File: config.mk
export PLATFORM = sky130hd
export DESIGN_NAME = sync_fifo
export DESIGN_NICKNAME = d
export VERILOG_FILES = /design/src/rtl/sync_fifo_pkg.sv /design/src/rtl/sync_fifo_ram.sv /design/src/rtl/sync_fifo.sv
export SDC_FILE = /design/constraint.sdc
export NUM_CORES = 1
export LEC_CHECK = 0
export BUFFER_PORTS_ARGS = -buffer_cell sky130_fd_sc_hd__buf_2
export CAP_MARGIN = 5
export CORE_ASPECT_RATIO = 0.9
export CORE_UTILIZATION = 60
export CTS_CLUSTER_SIZE = 16
export DETAILED_ROUTE_END_ITERATION = 10
export GPL_ROUTABILITY_DRIVEN = 0
export PLACE_DENSITY_LB_ADDON = 0.15
export SLEW_MARGIN = 20
export SYNTH_ARGS = -nofsm -noshare
export SYNTH_HDL_FRONTEND = slang
export SYNTH_SLANG_ARGS = --single-unit
File: constraint.sdc
create_clock -name clk -period 2.8 [get_ports clk]
set_input_delay 0 -clock clk [delete_from_list [all_inputs] [get_ports clk]]
set_output_delay 0 -clock clk [all_outputs]
set_load 0.01 [all_outputs]
File: src/rtl/sync_fifo_pkg.sv
// Shared defaults and sizing helper for the sync_fifo elastic buffer.
package sync_fifo_pkg;

  localparam int DEF_DATA_WIDTH = 8;
  localparam int DEF_DEPTH      = 16;

  function automatic int ptr_width(input int depth);
    return $clog2(depth);
  endfunction

endpackage

File: src/rtl/sync_fifo_ram.sv
// Storage array for sync_fifo: synchronous write port, asynchronous read port.
module sync_fifo_ram #(
  parameter int DATA_WIDTH = 8,
  parameter int DEPTH      = 16,
  parameter int AW         = 4
) (
  input  logic                  clk,
  input  logic                  we,
  input  logic [AW-1:0]         waddr,
  input  logic [DATA_WIDTH-1:0] wdata,
  input  logic [AW-1:0]         raddr,
  output logic [DATA_WIDTH-1:0] rdata
);

  logic [DATA_WIDTH-1:0] mem_r [DEPTH];

  // Contents survive reset; only the pointers in the parent are cleared.
  always_ff @(posedge clk) begin
    if (we) begin
      mem_r[waddr] <= wdata;
    end
  end

  assign rdata = mem_r[raddr];

endmodule

File: src/rtl/sync_fifo.sv
// Single-clock first-word-fall-through FIFO with empty/full throttling.
// Optional sticky overflow/underflow flags are built when SYNC_FIFO_ERR_EN is defined.
module sync_fifo
  import sync_fifo_pkg::*;
#(
  parameter int DATA_WIDTH = DEF_DATA_WIDTH,
  parameter int DEPTH      = DEF_DEPTH
) (
  input  logic                  clk,
  input  logic                  rst,
  input  logic                  enq,
  input  logic                  deq,
  input  logic [DATA_WIDTH-1:0] data_in,
  output logic [DATA_WIDTH-1:0] data_out,
  output logic                  empty,
  output logic                  full
`ifdef SYNC_FIFO_ERR_EN
  ,
  output logic                  overflow,
  output logic                  underflow
`endif
);

  localparam int AW = ptr_width(DEPTH);
  localparam int CW = AW + 1;

  logic [AW-1:0]         wr_ptr_r, rd_ptr_r, wr_ptr_nxt_s, rd_ptr_nxt_s;
  logic [CW-1:0]         count_r, count_nxt_s;
  logic                  empty_s, full_s, push_s, pop_s;
  logic [DATA_WIDTH-1:0] rdata_s;

  assign empty_s = (count_r == {CW{1'b0}});
  assign full_s  = (count_r == CW'(DEPTH));

  // Handshake resolution: a pop frees the slot a same-cycle push needs when full.
  always_comb begin
    pop_s        = deq & ~empty_s;
    push_s       = enq & (~full_s | pop_s);
    wr_ptr_nxt_s = wr_ptr_r;
    rd_ptr_nxt_s = rd_ptr_r;
    count_nxt_s  = count_r;
    if (push_s) begin
      wr_ptr_nxt_s = wr_ptr_r + AW'(1);
    end else begin
      wr_ptr_nxt_s = wr_ptr_r;
    end
    if (pop_s) begin
      rd_ptr_nxt_s = rd_ptr_r + AW'(1);
    end else begin
      rd_ptr_nxt_s = rd_ptr_r;
    end
    case ({push_s, pop_s})
      2'b10:   count_nxt_s = count_r + CW'(1);
      2'b01:   count_nxt_s = count_r - CW'(1);
      default: count_nxt_s = count_r;
    endcase
  end

  // Pointer and occupancy registers.
  always_ff @(posedge clk or posedge rst) begin
    if (rst) begin
      wr_ptr_r <= {AW{1'b0}};
      rd_ptr_r <= {AW{1'b0}};
      count_r  <= {CW{1'b0}};
    end else begin
      wr_ptr_r <= wr_ptr_nxt_s;
      rd_ptr_r <= rd_ptr_nxt_s;
      count_r  <= count_nxt_s;
    end
  end

  sync_fifo_ram #(
    .DATA_WIDTH (DATA_WIDTH),
    .DEPTH      (DEPTH),
    .AW         (AW)
  ) u_ram (
    .clk   (clk),
    .we    (push_s),
    .waddr (wr_ptr_r),
    .wdata (data_in),
    .raddr (rd_ptr_r),
    .rdata (rdata_s)
  );

  // Stale memory is masked so an empty FIFO always shows zeros.
  always_comb begin
    if (empty_s) begin
      data_out = {DATA_WIDTH{1'b0}};
    end else begin
      data_out = rdata_s;
    end
  end

  assign empty = empty_s;
  assign full  = full_s;

`ifdef SYNC_FIFO_ERR_EN
  logic overflow_r, underflow_r;

  // Sticky error flags, cleared only by reset.
  always_ff @(posedge clk or posedge rst) begin
    if (rst) begin
      overflow_r  <= 1'b0;
      underflow_r <= 1'b0;
    end else begin
      if (enq && !push_s) begin
        overflow_r <= 1'b1;
      end
      if (deq && empty_s) begin
        underflow_r <= 1'b1;
      end
    end
  end

  assign overflow  = overflow_r;
  assign underflow = underflow_r;
`endif

endmodule

==> results of run 1 <==
## layout make-up
type	count	area, µm²
timing repair buffer	55	388
clock buffer	17	414
inverter	9	33.8
sequential	141	4170
fill	538	2410
multi-input combinational	140	1540
tap	122	153
clock inverter	15	184
## synthesized netlist by cell type (2+ instances only)
library cell,number
edfxtp_1,128
mux4_2,32
nor2_1,15
dfrtp_1,13
a21oi_1,10
mux2_2,10
inv_1,9
mux2i_1,9
ha_1,8
xnor2_1,8
o21ai_1,7
nand2_1,6
buf_2,5
nand2b_1,5
clkbuf_1,4
nand3_1,4
nor3_1,4
buf_1,3
buf_6,3
o21ai_0,3
a211oi_1,2
a21o_1,2
mux2_1,2
## worst reg2reg max path, stage by stage, from the launching register on
cell and delay [ps]:
dfrtp_1 420, nor4_2 530, nand2b_1 130, nand3_1 140
inv_1 90, ha_1 320, o21ai_0 280, a2111oi_0 140
a211oi_1 280, nand3_1 110
## registers in the layout (all words and copies together) (netlist names)
signal,count
rd_ptr_r,4
wr_ptr_r,4
u_ram.mem_r,128
count_r,5
## path summary, 6_finish.rpt
check,cells after the start,startpoint,slack [ps],endpoint
setup / recovery,9,count_r[0],250,count_r[4]
hold / removal,3,rst,70,wr_ptr_r[1]
setup reg to reg,9,count_r[0],250,count_r[4]
hold reg to reg,1,rd_ptr_r[3],490,rd_ptr_r[3]
max in group asynchronous,3,rst,2340,rd_ptr_r[0]
min in group clk,4,enq,380,count_r[4]
## metal layers
layer	up-vias	global-route usage	wire length, µm
li1	1337	-	-
met1	1568	0.321	4730
met2	113	0.406	5690
met3	19	0.0738	707
met4	0	0.0972	201
met5	-	0	0
## cell families (layout without fill, tap and decap cells)
family / Yosys count / in the layout
fa+ha+maj: 9 / 9
mux: 54 / 54
flops: 141 / 141
compound gates: 28 / 28
xor+xnor: 9 / 9
buf+inv: 26 / 96
simple gates: 40 / 40
## power by group
part           total [W]  internal [W]  switching (W)
Clock            0.00225       0.00137       0.000877
Sequential       0.00290       0.00259       0.000313
Combinational    0.00207       0.00104        0.00103
## timing repair
item | in CTS | in global routing
hold endpoints to repair | 150 | 0
endpoints found under the setup margin | 0 | 7
resized for setup | 0 | 1
hold buffers | 11 | 0
## metrics by stage
stage               cell area [µm²]  instances  setup WS, ps   util
global route                   6880        499          23.0  0.741
floorplan                      5840        307           392      -
finish                         6880        499           250  0.741
CTS                            6880        499          49.3  0.740
global placement               6170        456           419  0.664
detailed placement             6170        456           246  0.664
==> impl_metrics.toml, run 1 <==
[run_status]
status = "finished clean"

[cells_and_area]
syn2layout_area_growth_pct = 17.9
fin_nets = 385
drive_gt1_frac = 0.324
final_cell_mix = "edfxtp_1 (128), mux4_2 (32), buf_4 (23)"
diodes = 0
final_common_cell = "edfxtp_1"

[critical_path]
crit_top_cell = "nand3_1"
path_class = "reg2reg"
cp_slowest_cell = "nor4_2"
worstSetupStartpointType = "flop"
critical_path_required_ps = 3190
slowest_delay_ps = 530
critPathBufInv = 1
path_max_fanout = 5
cp_top_family = "simple AND/OR/NAND/NOR gates"
crit_chain = "nor4_2, nand2b_1, nand3_1, inv_1, ha_1, o21ai_0, a2111oi_0, a211oi_1, nand3_1"
crit_arrival_ps = 2940
cp-end-kind = "flop"

[cts]
cts_tree = "built"
htreeDepth = 4
cts_made_buffers = 17
post_cts_buffers = 0
insertion_delay_ps = 520
clkTransAtPathRegs_ps = 60
cts-root-buf = "clkbuf_8"
cts_sinks = 141
clockBufferDepth = 2

[detailed_routing]
ant_nets = 0
drc = 0
vias_per_cell = 6.09
drt_iter0_markers = 214
vias = 3037
wl_mm = 11.3
firstDrtPassIters = 4
wl_per_cell_um = 22.7

[sta]
max_freq_mhz = 392
final.period_utilization = 0.911
fin_crit_ps = 2550
setup_viol = 0
rsz0062_at_grt = "no"
tns_ps = 0
worst-slew-pin-transition_ps = 721
finalHoldViolCount = 0
hold_ws_ps = 70.4
maxSlewHeadroom = 0.519
fin_worst_skew_ps = 5.69
maxSlewViolCount = 0

[yosys]
synth_top_family_by_area = "multiplexers"
synthMuxAreaShare = 0.166
synth_area_um2 = 5840
yosysSeqAreaShare = 0.714
yosysTopAreaCell = "edfxtp_1"
ys_ff_latch = 141
ys_types = 38
synth_fp_nets = 328
synth_area_leaders = "edfxtp_1 (66%), mux4_2 (12%), dfrtp_1 (5.6%)"
ys_warn_count = 0
synthArstFlopShare = 0.0922
synth_top_area_share = 0.659
synthFlopType = "edfxtp_1"
syn_inst = 307
synthXorXnorAreaFrac = 0.0135
synth_compound_area_frac = 0.0289
syn_area_per_cell_um2 = 19.0
synth-simple-area-share = 0.0343
synth_edf_count = 128
synth_fa_ha_area_frac = 0.0206

[power]
total_power_w = 0.00722
power_density_nw_per_um2 = 1050
leakage_nw = 2.41
vdd_drop_max_uv = 706

[floorplan]
core_region_area_um2 = 9290
start_util = 0.628
num_rows = 33
fp.dieH_um = 95.6
dieArea_um2 = 10100
die_w_um = 106
io-pin-count = 22

[global_route]
grt_remaining_overflow = 0
grt_max_degree = 25
antenna_found_initial = 0
grt_pass1_vias = 3158
grt_pass1_wl_mm = 17.3
grt_usage = 0.249

[place]
place_hpwl_mm = 6.95
numPortBuffers = 21

[hold_path]
holdCritPathClass = "in2async"

[run]
max_cap_violations = 0
(Power assumes the default switching activity.)
==> inputs of run 2 (changes only) <==
--- a/config.mk
+++ b/config.mk
@@ -7,7 +7,7 @@
 export LEC_CHECK = 0
 export BUFFER_PORTS_ARGS = -buffer_cell sky130_fd_sc_hd__buf_2
 export CAP_MARGIN = 5
-export CORE_ASPECT_RATIO = 0.9
+export CORE_ASPECT_RATIO = 1.75
 export CORE_UTILIZATION = 60
 export CTS_CLUSTER_SIZE = 16
 export DETAILED_ROUTE_END_ITERATION = 10
==> run 2 against run 1 <==
Compared with the run above:
- die area is 0.15% higher
- clock skew is 2.1 ps higher
- combinational power hardly changed
- global-route usage is 0.18 points lower
- first-iteration DRC count is 15% lower
- total power is 0.85% lower
- clock-buffer cell count is 2 higher
- sequential share of layout area hardly changed
- critical path depth is 1 higher
- register-to-register slack worse by 30 ps
- largest power group unchanged
==> impl_metrics.toml, run 2 (synthesis gave the netlist of run 1 again) <==
[place]
numPortBuffers = 21
dpl_worst_slack_ps = 309
place_hpwl_mm = 7.06

[global_route]
grt_pass1_wl_mm = 17.5
grt_remaining_overflow = 0
grt_usage = 0.247
grt_pass1_vias = 3177
antenna_found_initial = 0
grt_max_degree = 28

[power]
clkPwrFrac = 0.306
seqPwrFrac = 0.403
sw_frac_of_total = 0.298
switchingPower_w = 0.00214
combPwrFrac = 0.291
vdd_drop_max_uv = 834
power_density_nw_per_um2 = 1040
leakage_nw = 2.41
p_int_w = 0.00502

[floorplan]
fp.dieH_um = 132
start_util = 0.616
io-pin-count = 22
dieArea_um2 = 10100
core_region_area_um2 = 9470
die_w_um = 76.6
num_rows = 47

[critical_path]
path_max_fanout = 4
reg2reg_depth = 10
crit_chain = "nor4_4, nand2b_1, nand3_1, inv_1, ha_1, nand2b_1, a21oi_1, o211ai_1, dlygate4sd3_1, nand3_1"
rrSetupSlack_ps = 220
r2r-start = "count_r[2]"
cp-end-kind = "flop"
critical_path_required_ps = 3090
cp_slowest_cell = "dlygate4sd3_1"
crit_arrival_ps = 2870
path_class = "reg2reg"
slowest_delay_ps = 570
worstSetupStartpointType = "flop"
reg2reg_to = "count_r[4]"

[sta]
hold_ws_ps = 168
final.period_utilization = 0.922
max_freq_mhz = 388
fin_worst_skew_ps = 7.75
finalHoldViolCount = 0
fin_crit_ps = 2580
setup_viol = 0
maxSlewHeadroom = 0.494
maxSlewViolCount = 0
rsz0062_at_grt = "no"
tns_ps = 0
worst-slew-pin-transition_ps = 758
fin_ws_ps = 220

[cts]
cts_tree = "built"
htreeDepth = 4
clockBufferDepth = 2
insertion_delay_ps = 410
clkTransAtPathRegs_ps = 60
cts-root-buf = "clkbuf_16"
cts_sinks = 141
cts_made_buffers = 17

[cells_and_area]
multi_input_area_um2 = 1550
largestRegisters = "u_ram.mem_r (128), count_r (5)"
register_area_um2 = 4170
largest_register = "u_ram.mem_r"
final_cell_mix = "edfxtp_1 (128), mux4_2 (32), buf_4 (23)"
fillers = 556
largest_register_ffs = 128
syn2layout_area_growth_pct = 17.9
drive_gt1_frac = 0.318
diodes = 0
final_common_cell = "edfxtp_1"
fin_nets = 386

[detailed_routing]
wl_mm = 11.4
drt_iter0_markers = 182
drc = 0
ant_nets = 0
firstDrtPassIters = 4
vias = 2980
vias_per_cell = 5.97
wl_per_cell_um = 22.8

[hold_path]
holdCritPathClass = "in2async"

[run_status]
status = "finished clean"

[run]
max_cap_violations = 0
## run 2: cell count changes in the layout (fill, tap and decap cells not counted), moves of 2 or more
cell        previous run  this run
inv_6                  5         0
clkinv_2               1         5
clkinvlp_4             4         2
clkinv_4               0         2
clkbuf_1               0         2
## run 2: worst max-delay path: cells and delay by family, from the launching register on
family / cells / cell delay [ps]
AO/OA/AOI/OAI: 2 / 250
buffers and inverters: 2 / 670
AND/OR/NAND/NOR: 5 / 770
flip-flops: 1 / 440
adder cells (fa/ha/maj): 1 / 330
## run 2: timing repair
| item | 4_1_cts | 5_1_grt |
|---|---|---|
| endpoints found under the hold margin | 144 | 0 |
| hold buffers | 12 | 0 |
| endpoints found under the setup margin | 0 | 6 |
| resized for setup | 0 | 2 |
| buffers inserted | 0 | 1 |
## run 2: metrics by stage
step                      total power [W]  cell area (µm²)  cells  utilization
after floorplan                   0.00437             5840    307            -
after global placement            0.00493             6160    455        0.651
after global routing              0.00748             6880    499        0.727
final                             0.00716             6880    499        0.727
after detailed placement          0.00498             6160    455        0.651
after CTS                         0.00721             6860    498        0.725
## run 2: power by group through the flow
stage                     Clock (W)  Combinational (W)  Sequential, W
after floorplan                   0            0.00167        0.00270
after global placement            0            0.00203        0.00289
after detailed placement          0            0.00206        0.00291
after CTS                   0.00222            0.00210        0.00288
after global routing        0.00230            0.00225        0.00293
final                       0.00219            0.00208        0.00289
## run 2: how the worst max path moves through the flow
stage	startpoint	to
after detailed placement	count_r[0]	count_r[4]
after global placement	count_r[0]	count_r[4]
after floorplan	count_r[0]	count_r[4]
after CTS	count_r[0]	count_r[4]
final	count_r[2]	count_r[4]
after global routing	count_r[2]	count_r[4]
## run 2: routing by layer
layer  GRT usage  vias to the layer above  wire (µm)
li1            -                     1338          -
met1       0.280                     1544       4200
met2       0.451                       76       6510
met3      0.0524                       22        447
met4      0.0994                        0        227
met5           0                        -          0
## run 2: layout make-up
cell class,count,share of cell area
clock buffer,19,0.0629
clock inverter,12,0.0215
inverter,9,0.00491
multi-input combinational,140,0.225
sequential,141,0.606
tap,122,0.0222
timing repair buffer,56,0.0578
==> inputs of run 3 (changes only) <==
--- a/config.mk
+++ b/config.mk
@@ -9,6 +9,7 @@
 export CAP_MARGIN = 5
 export CORE_ASPECT_RATIO = 1.75
 export CORE_UTILIZATION = 60
+export CTS_BUF_LIST = sky130_fd_sc_hd__clkbuf_2 sky130_fd_sc_hd__clkbuf_4 sky130_fd_sc_hd__clkbuf_8
 export CTS_CLUSTER_SIZE = 16
 export DETAILED_ROUTE_END_ITERATION = 10
 export GPL_ROUTABILITY_DRIVEN = 0
==> run 3 against run 2 <==
Compared with the run above:
- final area down 3.1%
- final cell count fell by 0.40%
- clock skew is 0.89 ps higher
- combinational power about the same
- maximum frequency grew 2.4%
- sequential power about the same
- via count is 1.2% lower
- critical path type is now reg2out
- critical endpoint is now data_out[6]
==> impl_metrics.toml, run 3 (synthesis gave the netlist of run 1 again) <==
[run_status]
status = "finished clean"

[detailed_routing]
wl_met2_mm = 6.15
vias_per_cell = 5.92
firstDrtPassIters = 4
topRoutingLayerUsed = "met4"
wl_met3_um = 425
wl_mm = 10.9
drt_iter0_markers = 213
m1WireLength_mm = 4.19
wl_per_cell_um = 22.0
vias = 2943
drc = 0
ant_nets = 0

[sta]
rsz0062_at_grt = "no"
maxSlewViolCount = 0
tns_ps = 0
worst-slew-pin-transition_ps = 753
fin_worst_skew_ps = 8.64
final.period_utilization = 0.900
max_freq_mhz = 397
fin_crit_ps = 2520
finalHoldViolCount = 0
setup_viol = 0
maxSlewHeadroom = 0.498

[cells_and_area]
syn2layout_area_growth_pct = 14.3
final_cell_mix = "edfxtp_1 (128), mux4_2 (32), buf_4 (22)"
final_area_um2 = 6670
largest_register_ffs = 128
diodes = 0
fillers = 582
largest_register = "u_ram.mem_r"
post-route-util = 0.705
drive_gt1_frac = 0.323
final_common_cell = "edfxtp_1"
largestRegisters = "u_ram.mem_r (128), count_r (5)"
fin_nets = 384

[critical_path]
path_class = "reg2out"
worstSetupStartpointType = "flop"
crit_arrival_ps = 2520
path_max_fanout = 19
cp-end-kind = "primary output"
critical_path_required_ps = 2800

[global_route]
antenna_found_initial = 0
grt_usage = 0.240
grt_max_degree = 28
grt_pass1_vias = 3119
grt_pass1_wl_mm = 16.9
grt_remaining_overflow = 0

[floorplan]
num_rows = 47
io-pin-count = 22
fp.dieH_um = 132
core_region_area_um2 = 9470
start_util = 0.616
die_w_um = 76.6
dieArea_um2 = 10100

[power]
power_density_nw_per_um2 = 980
seqPwrFrac = 0.439
vdd_drop_max_uv = 827
total_power_w = 0.00654
combPwrFrac = 0.314
clkPwrFrac = 0.247
p_int_w = 0.00451
leakage_nw = 2.32
sw_frac_of_total = 0.311
switchingPower_w = 0.00203

[cts]
cts_sinks = 141
clkTransAtPathRegs_ps = 80
cts_made_buffers = 17
htreeDepth = 4
cts-root-buf = "clkbuf_8"
insertion_delay_ps = 430
cts_tree = "built"
clockBufferDepth = 2

[run]
max_cap_violations = 0

[hold_path]
holdCritPathClass = "in2async"

[place]
place_hpwl_mm = 7.06
numPortBuffers = 21
placed_area_um2 = 6160
[run 3: cell count changes in the layout (fill, tap and decap cells not counted), sizes merged]
cell | previous run | this run
buf | 44 | 43
dlygate4sd3 | 12 | 11
[run 3: power by group through the flow]
| stage | logic, W | registers (W) | clock network [W] |
|---|---|---|---|
| after global routing | 0.00222 | 0.00291 | 0.00172 |
| after CTS | 0.00209 | 0.00287 | 0.00164 |
| after floorplan | 0.00167 | 0.00270 | 0 |
| after detailed placement | 0.00206 | 0.00291 | 0 |
| final | 0.00206 | 0.00287 | 0.00161 |
| after global placement | 0.00203 | 0.00289 | 0 |
[run 3: routing by layer]
layer  GRT usage  vias up
li1            -     1327
met1       0.280     1523
met2       0.426       80
met3      0.0607       13
met4      0.0844        0
met5           0        -
[run 3: what timing repair did]
action	4_1_cts	5_1_grt
gates resized for setup	0	1
endpoints found under the hold margin	146	0
setup buffers	0	0
hold buffers	11	0
setup endpoints to repair	0	7
[run 3: layout make-up]
cell class	instances	area, µm²	area share
Inverter	9	33.8	0.00506
Clock inverter	12	148	0.0221
Sequential cell	141	4170	0.625
Timing Repair Buffer	54	380	0.0570
Tap cell	122	153	0.0229
Multi-Input combinational cell	140	1540	0.230
Clock buffer	19	249	0.0373
[run 3: final timing paths]
kind	cells past startpoint	end	from	slack (ps)
worst max-delay path	5	data_out[6]	rd_ptr_r[0]	280
worst min-delay path	3	count_r[4]	rst	150
max in group asynchronous	3	rd_ptr_r[0]	rst	2260
min in group clk	4	count_r[4]	enq	480
worst min register to register	1	count_r[2]	count_r[2]	610
worst max register to register	9	count_r[4]	count_r[0]	290
[run 3: per-stage QoR]
step / cells / hold slack, ps / setup WS, ps
final: 497 / 145 / 281
after floorplan: 307 / -123 / 392
after CTS: 497 / 146 / 42.7
after global placement: 455 / 59.6 / 431
after global routing: 497 / 196 / 81.2
after detailed placement: 455 / 60.5 / 309
[run 3: critical path, cell delays in order, from the launching register on]
cell,delay (ps)
dfrtp_4,670
buf_4,390
mux4_2,550
mux2i_1,160
a21oi_1,110
buf_2,190
